===== config.mk =====
export PLATFORM = sky130hd
export DESIGN_NAME = vram_arbiter_flat
export DESIGN_NICKNAME = d
export VERILOG_FILES = /design/src/rtl/vram_pkg.sv /design/src/rtl/vram_arbiter_if.sv /design/src/rtl/vram_arb_pick.sv /design/src/rtl/vram_arbiter.sv /design/src/flat_wrapper.sv
export SDC_FILE = /design/constraint.sdc
export NUM_CORES = 1
export LEC_CHECK = 0
export CORE_AREA = 10 10 197 199
export DETAILED_ROUTE_END_ITERATION = 10
export DIE_AREA = 0 0 207 209
export HOLD_SLACK_MARGIN = 0.02
export PLACE_DENSITY = 0.49
export REMOVE_ABC_BUFFERS = 1
export SLEW_MARGIN = 20
export SYNTH_ARGS = -nofsm -noshare
export SYNTH_HDL_FRONTEND = slang
export SYNTH_SLANG_ARGS = --single-unit
export TNS_END_PERCENT = 30

===== constraint.sdc =====
create_clock -name clk -period 5.4 [get_ports clk]
set_input_delay 0.81 -clock clk [delete_from_list [all_inputs] [get_ports clk]]
set_output_delay 0.81 -clock clk [all_outputs]
set_load 0.02 [all_outputs]

===== src/rtl/vram_pkg.sv =====
// rtl/vram_pkg.sv - shared VRAM widths, requester indices and arbiter state type
package vram_pkg;

    localparam int VRAM_ADDR_W = 24;
    localparam int VRAM_DATA_W = 64;

    localparam logic [1:0] REQ_DISP = 2'd0;
    localparam logic [1:0] REQ_PVR  = 2'd1;
    localparam logic [1:0] REQ_CPU  = 2'd2;

    typedef enum logic [1:0] {
        ARB_IDLE    = 2'd0,
        ARB_ISSUE   = 2'd1,
        ARB_WAIT_RD = 2'd2
    } arb_state_e;

endpackage


===== src/rtl/vram_arbiter_if.sv =====
// rtl/vram_arbiter_if.sv - requester and VRAM-side signals of the VRAM arbiter
interface vram_arbiter_if
    import vram_pkg::*;
#(
    parameter int ADDR_W = VRAM_ADDR_W,
    parameter int DATA_W = VRAM_DATA_W
) ();

    logic [2:0]          req;
    logic [2:0]          req_we;
    logic [3*ADDR_W-1:0] req_addr;
    logic [3*DATA_W-1:0] req_wdata;
    logic [3*8-1:0]      req_wmask;
    logic [2:0]          gnt;
    logic [2:0]          rvalid;
    logic [DATA_W-1:0]   rdata;

    logic                vram_rd;
    logic                vram_wr;
    logic [ADDR_W-1:0]   vram_addr;
    logic [DATA_W-1:0]   vram_dout;
    logic [7:0]          vram_wmask;
    logic                vram_busy;
    logic                vram_rvalid;
    logic [DATA_W-1:0]   vram_din;

    modport slave (
        input  req, req_we, req_addr, req_wdata, req_wmask,
        input  vram_busy, vram_rvalid, vram_din,
        output gnt, rvalid, rdata,
        output vram_rd, vram_wr, vram_addr, vram_dout, vram_wmask
    );

    modport master (
        output req, req_we, req_addr, req_wdata, req_wmask,
        output vram_busy, vram_rvalid, vram_din,
        input  gnt, rvalid, rdata,
        input  vram_rd, vram_wr, vram_addr, vram_dout, vram_wmask
    );

endinterface


===== src/rtl/vram_arb_pick.sv =====
// rtl/vram_arb_pick.sv - combinational winner select: display priority with a
// consecutive-grant cap, round-robin between PVR and CPU
module vram_arb_pick
    import vram_pkg::*;
#(
    parameter int DISP_MAX = 4,
    parameter int CNT_W    = $clog2(DISP_MAX + 1)
) (
    input  logic [2:0]       req,
    input  logic [CNT_W-1:0] disp_cnt,
    input  logic [1:0]       rr_ptr,
    output logic [2:0]       winner
);

    logic disp_capped;

    assign disp_capped = (disp_cnt == CNT_W'(DISP_MAX)) && (req[REQ_PVR] || req[REQ_CPU]);

    always_comb begin
        winner = '0;
        if (req[REQ_DISP] && !disp_capped) begin
            winner[REQ_DISP] = 1'b1;
        end else if (req[REQ_PVR] && req[REQ_CPU]) begin
            winner[(rr_ptr == REQ_CPU) ? REQ_CPU : REQ_PVR] = 1'b1;
        end else if (req[REQ_PVR]) begin
            winner[REQ_PVR] = 1'b1;
        end else if (req[REQ_CPU]) begin
            winner[REQ_CPU] = 1'b1;
        end
    end

endmodule


===== src/rtl/vram_arbiter.sv =====
// rtl/vram_arbiter.sv - shares the 64-bit VRAM port between display, PVR core and CPU;
// one access in flight, in-order read return. Optional counters under VRAM_ARB_PERF_EN.
module vram_arbiter
    import vram_pkg::*;
#(
    parameter int ADDR_W   = VRAM_ADDR_W,
    parameter int DATA_W   = VRAM_DATA_W,
    parameter int DISP_MAX = 4
) (
    input  logic           clk,
    input  logic           rst,
    vram_arbiter_if.slave  bus
`ifdef VRAM_ARB_PERF_EN
    ,
    output logic [3*32-1:0] perf_grants,
    output logic [3*32-1:0] perf_wait
`endif
);

    localparam int CNT_W = $clog2(DISP_MAX + 1);

    arb_state_e        state_q, state_d;
    logic [2:0]        gnt_q, gnt_d;
    logic [2:0]        rvalid_q, rvalid_d;
    logic [DATA_W-1:0] rdata_q, rdata_d;
    logic              vram_rd_q, vram_rd_d;
    logic              vram_wr_q, vram_wr_d;
    logic [ADDR_W-1:0] vram_addr_q, vram_addr_d;
    logic [DATA_W-1:0] vram_dout_q, vram_dout_d;
    logic [7:0]        vram_wmask_q, vram_wmask_d;
    logic [2:0]        owner_q, owner_d;
    logic [CNT_W-1:0]  disp_cnt_q, disp_cnt_d;
    logic [1:0]        rr_ptr_q, rr_ptr_d;
    logic [2:0]        winner;

    vram_arb_pick #(
        .DISP_MAX (DISP_MAX),
        .CNT_W    (CNT_W)
    ) u_pick (
        .req      (bus.req),
        .disp_cnt (disp_cnt_q),
        .rr_ptr   (rr_ptr_q),
        .winner   (winner)
    );

    always_comb begin
        state_d      = state_q;
        gnt_d        = '0;
        rvalid_d     = '0;
        rdata_d      = rdata_q;
        vram_rd_d    = 1'b0;
        vram_wr_d    = 1'b0;
        vram_addr_d  = '0;
        vram_dout_d  = '0;
        vram_wmask_d = '0;
        owner_d      = owner_q;
        disp_cnt_d   = disp_cnt_q;
        rr_ptr_d     = rr_ptr_q;

        case (state_q)
            ARB_IDLE: begin
                if ((|bus.req) && !bus.vram_busy) begin
                    state_d = ARB_ISSUE;
                    gnt_d   = winner;
                    owner_d = winner;
                    for (int i = 0; i < 3; i++) begin
                        if (winner[i]) begin
                            vram_rd_d    = ~bus.req_we[i];
                            vram_wr_d    = bus.req_we[i];
                            vram_addr_d  = bus.req_addr[i*ADDR_W +: ADDR_W];
                            vram_dout_d  = bus.req_wdata[i*DATA_W +: DATA_W];
                            vram_wmask_d = bus.req_wmask[i*8 +: 8];
                        end
                    end
                    if (winner[REQ_DISP]) begin
                        if (disp_cnt_q != CNT_W'(DISP_MAX)) begin
                            disp_cnt_d = disp_cnt_q + 1'b1;
                        end
                    end else begin
                        disp_cnt_d = '0;
                    end
                    if (winner[REQ_PVR]) begin
                        rr_ptr_d = REQ_CPU;
                    end else if (winner[REQ_CPU]) begin
                        rr_ptr_d = REQ_PVR;
                    end
                end
            end
            ARB_ISSUE: begin
                state_d = vram_rd_q ? ARB_WAIT_RD : ARB_IDLE;
            end
            ARB_WAIT_RD: begin
                if (bus.vram_rvalid) begin
                    rdata_d  = bus.vram_din;
                    rvalid_d = owner_q;
                    state_d  = ARB_IDLE;
                end
            end
            default: begin
                state_d = ARB_IDLE;
            end
        endcase

        // The display cap only matters while someone else is waiting.
        if (bus.req[REQ_CPU:REQ_PVR] == 2'b00) begin
            disp_cnt_d = '0;
        end
    end

    always_ff @(posedge clk) begin
        if (rst) begin
            state_q      <= ARB_IDLE;
            gnt_q        <= '0;
            rvalid_q     <= '0;
            rdata_q      <= '0;
            vram_rd_q    <= 1'b0;
            vram_wr_q    <= 1'b0;
            vram_addr_q  <= '0;
            vram_dout_q  <= '0;
            vram_wmask_q <= '0;
            owner_q      <= '0;
            disp_cnt_q   <= '0;
            rr_ptr_q     <= REQ_PVR;
        end else begin
            state_q      <= state_d;
            gnt_q        <= gnt_d;
            rvalid_q     <= rvalid_d;
            rdata_q      <= rdata_d;
            vram_rd_q    <= vram_rd_d;
            vram_wr_q    <= vram_wr_d;
            vram_addr_q  <= vram_addr_d;
            vram_dout_q  <= vram_dout_d;
            vram_wmask_q <= vram_wmask_d;
            owner_q      <= owner_d;
            disp_cnt_q   <= disp_cnt_d;
            rr_ptr_q     <= rr_ptr_d;
        end
    end

    assign bus.gnt        = gnt_q;
    assign bus.rvalid     = rvalid_q;
    assign bus.rdata      = rdata_q;
    assign bus.vram_rd    = vram_rd_q;
    assign bus.vram_wr    = vram_wr_q;
    assign bus.vram_addr  = vram_addr_q;
    assign bus.vram_dout  = vram_dout_q;
    assign bus.vram_wmask = vram_wmask_q;

`ifdef VRAM_ARB_PERF_EN
    logic [31:0] perf_grants_q [3];
    logic [31:0] perf_grants_d [3];
    logic [31:0] perf_wait_q   [3];
    logic [31:0] perf_wait_d   [3];

    always_comb begin
        perf_grants_d = perf_grants_q;
        perf_wait_d   = perf_wait_q;
        for (int i = 0; i < 3; i++) begin
            if (gnt_q[i] && (perf_grants_q[i] != '1)) begin
                perf_grants_d[i] = perf_grants_q[i] + 32'd1;
            end
            if (bus.req[i] && !gnt_q[i] && (perf_wait_q[i] != '1)) begin
                perf_wait_d[i] = perf_wait_q[i] + 32'd1;
            end
        end
    end

    always_ff @(posedge clk) begin
        if (rst) begin
            for (int i = 0; i < 3; i++) begin
                perf_grants_q[i] <= '0;
                perf_wait_q[i]   <= '0;
            end
        end else begin
            perf_grants_q <= perf_grants_d;
            perf_wait_q   <= perf_wait_d;
        end
    end

    always_comb begin
        perf_grants = '0;
        perf_wait   = '0;
        for (int i = 0; i < 3; i++) begin
            perf_grants[i*32 +: 32] = perf_grants_q[i];
            perf_wait[i*32 +: 32]   = perf_wait_q[i];
        end
    end
`endif

endmodule

===== src/flat_wrapper.sv =====
// flat-port wrapper written by rule: the top's interface ports become plain ports
module vram_arbiter_flat import vram_pkg::*;
#(
    parameter int ADDR_W   = VRAM_ADDR_W,
    parameter int DATA_W   = VRAM_DATA_W,
    parameter int DISP_MAX = 4
)
  (clk, rst, bus_req, bus_req_we, bus_req_addr, bus_req_wdata, bus_req_wmask, bus_vram_busy, bus_vram_rvalid, bus_vram_din, bus_gnt, bus_rvalid, bus_rdata, bus_vram_rd, bus_vram_wr, bus_vram_addr, bus_vram_dout, bus_vram_wmask);
  vram_arbiter_if #(.ADDR_W(ADDR_W), .DATA_W(DATA_W)) bus_i ();
  input  logic clk;
  input  logic rst;
  input wire logic [$bits(bus_i.req)-1:0] bus_req;
  input wire logic [$bits(bus_i.req_we)-1:0] bus_req_we;
  input wire logic [$bits(bus_i.req_addr)-1:0] bus_req_addr;
  input wire logic [$bits(bus_i.req_wdata)-1:0] bus_req_wdata;
  input wire logic [$bits(bus_i.req_wmask)-1:0] bus_req_wmask;
  input wire logic [$bits(bus_i.vram_busy)-1:0] bus_vram_busy;
  input wire logic [$bits(bus_i.vram_rvalid)-1:0] bus_vram_rvalid;
  input wire logic [$bits(bus_i.vram_din)-1:0] bus_vram_din;
  output wire logic [$bits(bus_i.gnt)-1:0] bus_gnt;
  output wire logic [$bits(bus_i.rvalid)-1:0] bus_rvalid;
  output wire logic [$bits(bus_i.rdata)-1:0] bus_rdata;
  output wire logic [$bits(bus_i.vram_rd)-1:0] bus_vram_rd;
  output wire logic [$bits(bus_i.vram_wr)-1:0] bus_vram_wr;
  output wire logic [$bits(bus_i.vram_addr)-1:0] bus_vram_addr;
  output wire logic [$bits(bus_i.vram_dout)-1:0] bus_vram_dout;
  output wire logic [$bits(bus_i.vram_wmask)-1:0] bus_vram_wmask;
  assign bus_i.req = bus_req;
  assign bus_i.req_we = bus_req_we;
  assign bus_i.req_addr = bus_req_addr;
  assign bus_i.req_wdata = bus_req_wdata;
  assign bus_i.req_wmask = bus_req_wmask;
  assign bus_i.vram_busy = bus_vram_busy;
  assign bus_i.vram_rvalid = bus_vram_rvalid;
  assign bus_i.vram_din = bus_vram_din;
  assign bus_gnt = bus_i.gnt;
  assign bus_rvalid = bus_i.rvalid;
  assign bus_rdata = bus_i.rdata;
  assign bus_vram_rd = bus_i.vram_rd;
  assign bus_vram_wr = bus_i.vram_wr;
  assign bus_vram_addr = bus_i.vram_addr;
  assign bus_vram_dout = bus_i.vram_dout;
  assign bus_vram_wmask = bus_i.vram_wmask;
  vram_arbiter #(.ADDR_W(ADDR_W), .DATA_W(DATA_W), .DISP_MAX(DISP_MAX)) u_core (.clk(clk), .rst(rst), .bus(bus_i));
endmodule

Word level (Yosys, flattened, before mapping):

Index checks and enable logic that the tools add are counted.

* muxes and demuxes: 33
* $add $sub $neg: 1
* order comparisons: 2
* eq/ne operators: 8
* bitwise operators: 7
* reductions and logical operators: 20

Operators by type and width (count)
* $mux 64: 3
* $mux 24: 3
* $mux 8: 3
* $mux 2: 8
* $mux 1: 12
* $reduce_or 3->1: 3
* $not 1->1: 7
* $mux 3: 2
* $pmux 2 s3: 1
* $reduce_and 2->1: 3
* $reduce_and 3->1: 2
* $logic_and 1x1->1: 5
* $eq 2x2->1 const B: 2
* $logic_not 2->1: 2
* $ne 2x2->1 const B: 2
* $add 3x1->3 const B: 1
* $eq 3x3->1 const B: 1
* $lt 2x3->1 const B: 1
* $ne 3x3->1 const B: 1
* $demux 1 s2: 1
* $eq 2x1->1 const B: 1
* $ge 2x1->1 const B: 1
* $logic_not 1->1: 2
* $ne 2x1->1 const B: 1
* 3 further kinds: 3

* word-level logic and storage cells: 83
* register bits: 178
* output and inout bits: 168
* input port bits: 362

Logic depth before layout (Yosys ltp):

* word-level depth: 11
* gate-level depth with buffers: 9
* mapped depth without buffers: 6

Hierarchy:

Synthesis repeated with hierarchy kept, for this count alone.

* cell total of the unflattened synthesis: 800
* area total of the unflattened synthesis: 7080.5 µm²

Modules (own cells, without submodules)
* vram_arbiter: times used 1, sequential area each 3563.4 µm², cells each 791, area each 7023.0 µm²
* vram_arb_pick: times used 1, sequential area each 0.0 µm², cells each 9, area each 57.6 µm²

Worst setup path after synthesis:

OpenSTA, ideal clock, no wires.

* path kind: input to register
* from: input bus_req[2]
* to: register u_core.vram_wmask_q[3] (netlist: u_core.bus.vram_wmask[3])
* setup time: 0.122 ns
* cell stages on the path: 8
* setup slack: 3.082 ns
* arrival time: 2.196 ns
* data required time: 5.278 ns
* path buffers: 3
* cell sequence: buf_2 > or3_4 > nand2_4 > inv_2 > and4_4 > buf_6 > buf_6 > a221o_1

* cells in the longest elaborated chain, start to end: 8
* elaborated cells between the ends (all ways): 18
* classes of those cells: mux: 9; bitwise: 1; reduce/logical: 8

Ends and longest elaborated chain
* start, declared: line flat_wrapper.sv:12 `input wire logic [$bits(bus_i.req)-1:0] bus_req;`
* $logic_or 1x1->1: line vram_arb_pick.sv:17 `assign disp_capped = (disp_cnt == CNT_W'(DISP_MAX)) && (req[REQ_PVR] || req[REQ_CPU]);`
* $logic_and 1x1->1: line vram_arb_pick.sv:17
* $logic_not 1->1: line vram_arb_pick.sv:21 `if (req[REQ_DISP] && !disp_capped) begin`
* $logic_and 1x1->1: line vram_arb_pick.sv:21
* $mux 1: line vram_arb_pick.sv:21
* $mux 8 (3 in series): line vram_arbiter.sv:67 `if (winner[i]) begin`
* end signal, assigned: line vram_arbiter.sv:133 `vram_wmask_q <= vram_wmask_d;`
* end, declared: line vram_arbiter.sv:30 `logic [7:0] vram_wmask_q, vram_wmask_d;`

Several ways; a longest one is shown, not always the timed one.
A chain may end at the register's enable or synchronous reset.

Worst setup path after layout:

* from: input bus_req[1]
* to: register u_core.vram_dout_q[2] (netlist: u_core.bus.vram_dout[2])

* cells in the longest elaborated chain, start to end: 8
* elaborated cells between the ends (all ways): 18
* classes of those cells: mux: 9; bitwise: 1; reduce/logical: 8

Ends and longest elaborated chain
* $logic_or 1x1->1: line vram_arb_pick.sv:17
* $logic_and 1x1->1: line vram_arb_pick.sv:17
* $logic_not 1->1: line vram_arb_pick.sv:21
* $logic_and 1x1->1: line vram_arb_pick.sv:21
* $mux 1: line vram_arb_pick.sv:21
* $mux 64 (3 in series): line vram_arbiter.sv:67
* end signal, assigned: line vram_arbiter.sv:132 `vram_dout_q <= vram_dout_d;`
* end, declared: line vram_arbiter.sv:29 `logic [DATA_W-1:0] vram_dout_q, vram_dout_d;`

Several ways; a longest one is shown, not always the timed one.

==> impl_metrics.py <==
metrics = {
    "run_status": {
        "status": "completed",
    },
    "timing": {
        "whs_ns": 0.454,
        "finalCritPeriodShare_pct": 63.0,
        "worst_pin_slew_ns": 0.860,
        "hold_viol": 0,
        "fin_crit_ns": 3.40,
        "relSlewSlack_pct": 42.6,
        "setup_viol": 0,
        "setup_tns_ns": 0,
        "rsz0062_at_grt": "no",
        "skew_ns": 0.00962,
        "fmax_ghz": 0.294,
        "drv_slew": 0,
    },
    "clocking": {
        "cts_max_level": 4,
        "post_cts_buffers": 0,
        "cts.path.max_buffers": 2,
        "cts.repair.resized": 0,
        "cts_made_buffers": 17,
        "hold_buffers": 0,
        "cts.sinks": 178,
        "cts-root-buf": "clkbuf_16",
        "cts_tree": "done",
        "worstSkewPairLatency_ns": 0.45,
        "clkTransAtPathRegs_ns": 0.06,
    },
    "synthesis": {
        "yosysWarnings": 0,
        "ys_async_sr_fraction_pct": 0,
        "syn_inst": 745,
        "syn_area_per_cell_um2": 9.51,
        "synth_area_leaders": "dfxtp_1 50%, and3_1 8.5%, nand2_1 7.2%, a221o_1 7.1%, mux2i_1 6.5%",
        "synth_seq_area_share_pct": 50.3,
        "synth_cell_type_count": 41,
        "yosys.area.top_type_share_pct": 50.3,
        "synth.largest_area_cell": "dfxtp_1",
        "ys_ff_latch": 178,
        "synth_edf_count": 0,
        "synthFlopType": "dfxtp_1",
        "syn_area_um2": 7080,
    },
    "floorplanning": {
        "die_w_um": 207,
        "die_h_um": 209,
        "start_util_pct": 20.2,
        "die_area_um2": 43300,
        "core-area_um2": 35100,
        "rows": 69,
        "ios": 530,
    },
    "place": {
        "hpwl_um": 30100,
        "portBuffers": 529,
        "dp.cells": 1675,
        "gp_congestion": 0.783,
    },
    "power": {
        "sw_frac_of_total_pct": 24.5,
        "peakVddDrop_uv": 218,
        "p_switching_uw": 796,
        "p_total_uw": 3250,
        "powerDensity_nw_per_um2": 243,
        "seqPwrFrac_pct": 41.9,
        "p_leak_uw": 0.00509,
        "internal_power_uw": 2460,
        "pwr-share-clk_pct": 41.3,
        "combinationalPowerShare_pct": 16.7,
    },
    "setup_path": {
        "worstSetupEndpointType": "register",
        "worst_ep_arrival_time_ns": 3.78,
        "critPathMostFrequentCell": "buf_4",
        "crit_path_start_kind": "input pin",
        "crit_path_max_incr_delay_ns": 0.71,
        "r2r_cells": 6,
        "cp_slowest_cell": "and4_4",
        "cp_cell_sequence": "clkdlybuf4s50_1, buf_4, nor2_1, o21ai_4, and4_4, buf_4, a221o_1",
        "crit_path_max_fanout": 51,
        "critPathRequiredTime_ns": 5.78,
        "criticalPathCategory": "input pin to register",
    },
    "global_routing": {
        "grt_max_degree": 75,
        "antenna_found_initial": 9,
        "grt_pass1_vias": 7798,
        "grt_pass1_wl_um": 54500,
        "grt_usage_pct": 16.8,
        "overflow": 0,
    },
    "finish": {
        "fin_nets": 1597,
        "post_layout_nonfiller_instances": 1715,
        "final_layout_size_suffix_gt1_share_pct": 4.57,
        "utilization_pct": 38.2,
        "area_growth_pct": 88.9,
        "n_fill_cell": 3538,
    },
    "routing": {
        "routed_wl_um": 38400,
        "drtIter0Drc": 380,
        "wl_per_cell_um": 22.4,
        "drcViolationCount": 0,
        "antenna_left": 0,
        "vias": 7529,
        "drtPass1Iterations": 4,
        "viasPerCell": 4.39,
    },
    "min_path": {
        "min_path_type": "register to register",
        "holdPathStages": 2,
    },
    "run": {
        "drv_cap": 0,
    },
}
-- cells in the mapped netlist (all sizes together), types with 2 or more instances --
library cell  count
a211oi            3
a21oi            68
a221o            50
a31oi             2
and3             96
and3b             2
buf              17
clkbuf           54
dfxtp           178
ha                2
inv               4
mux2i            46
nand2           137
nand2b            3
nand3             4
nand3b            2
nor2              7
nor3              2
o21ai             4
o21bai            2
o2bb2ai          46
or2               2
-- layout by cell type, fill, tap and decap left out, types with 2 or more instances in the layout --
cell,instances
nand3b_1,2
a211oi_1,3
clkdlybuf4s50_1,528
o2bb2ai_1,46
and3b_1,2
nor3_1,2
inv_1,3
and3_1,96
clkinvlp_4,3
clkbuf_16,17
bufinv_16,3
nand2b_1,3
a31oi_1,2
o21ai_0,3
dfxtp_1,178
nor2_1,5
a21oi_1,68
o21bai_1,2
buf_4,11
clkbuf_8,2
ha_1,2
inv_6,4
nand2_1,136
a221o_1,50
diode_2,8
mux2i_1,46
nor2_4,2
or2_2,2
nand3_1,4
-- worst max-delay path: cells and delay by family --
family	cells	cell delay (ns)
AOI/OAI and AO/OA	2	0.51
and+or+nand+nor	2	0.93
buffers and inverters	3	1.45
-- worst paths after layout --
kind / start / to / slack, ns
worst max register to register: u_core.state_q[0] / u_core.bus.vram_dout[2] / 2.50
worst min-delay path: u_core.bus.rdata[6] / u_core.bus.rdata[6] / 0.45
worst min register to register: u_core.bus.rdata[6] / u_core.bus.rdata[6] / 0.45
worst max-delay path: bus_req[1] / u_core.bus.vram_dout[2] / 2.00
-- metrics by stage --
step           setup WS, ns  cell area, µm²
6_report               2.00           13400
4_1_cts                2.04           13400
5_1_grt                1.85           13400
3_5_place_dp           1.56           12700
3_3_place_gp           1.61           12700
2_1_floorplan         -1.24            6740
-- flip-flops by register name (all words and copies together), names as in the netlist --
signal / cells
u_core.state_q: 2
u_core.bus.vram_wmask: 8
u_core.bus.rvalid: 3
u_core.disp_cnt_q: 3
u_core.bus.rdata: 64
u_core.bus.vram_wr: 1
u_core.bus.vram_addr: 24
u_core.owner_q: 3
u_core.rr_ptr_q: 2
u_core.bus.gnt: 3
u_core.bus.vram_dout: 64
u_core.bus.vram_rd: 1
-- layer usage --
layer | vias to the layer above | global-route usage (%) | wire [µm]
met5 | - | 1.61 | 128
met1 | 3521 | 17.3 | 14600
met4 | 6 | 5.74 | 802
met2 | 300 | 28.6 | 18900
li1 | 3673 | - | -
met3 | 29 | 8.48 | 3980
-- power groups by stage --
stage / registers [µW] / logic (µW) / clock network [µW]
global route: 1370 / 577 / 1430
finish: 1360 / 544 / 1340
CTS: 1360 / 552 / 1390
floorplan: 1440 / 106 / 0
detailed placement: 1390 / 550 / 0
global placement: 1390 / 548 / 0
-- layout make-up --
type / instances / area, µm² / area share (%)
Antenna cell: 8 / 20.0 / 0.150
Clock buffer: 19 / 453 / 3.39
Clock inverter: 13 / 173 / 1.29
Inverter: 4 / 15.0 / 0.112
Multi-Input combinational cell: 492 / 3210 / 24.0
Sequential cell: 178 / 3560 / 26.6
Tap cell: 461 / 577 / 4.31
Timing Repair Buffer: 540 / 5370 / 40.2
-- kinds of logic (layout without fill, tap and decap cells) --
logic type      after synthesis  count (layout)  synth area share, %
simple gates                264             264                 18.7
compound gates              180             180                 19.1
flops                       178             178                 50.3
buf+inv                      75             576                 5.03
mux                          46              46                 6.50
fa+ha+maj                     2               2                0.353
other cells                   0               8                    0
Power figures use the tool's default switching activity.
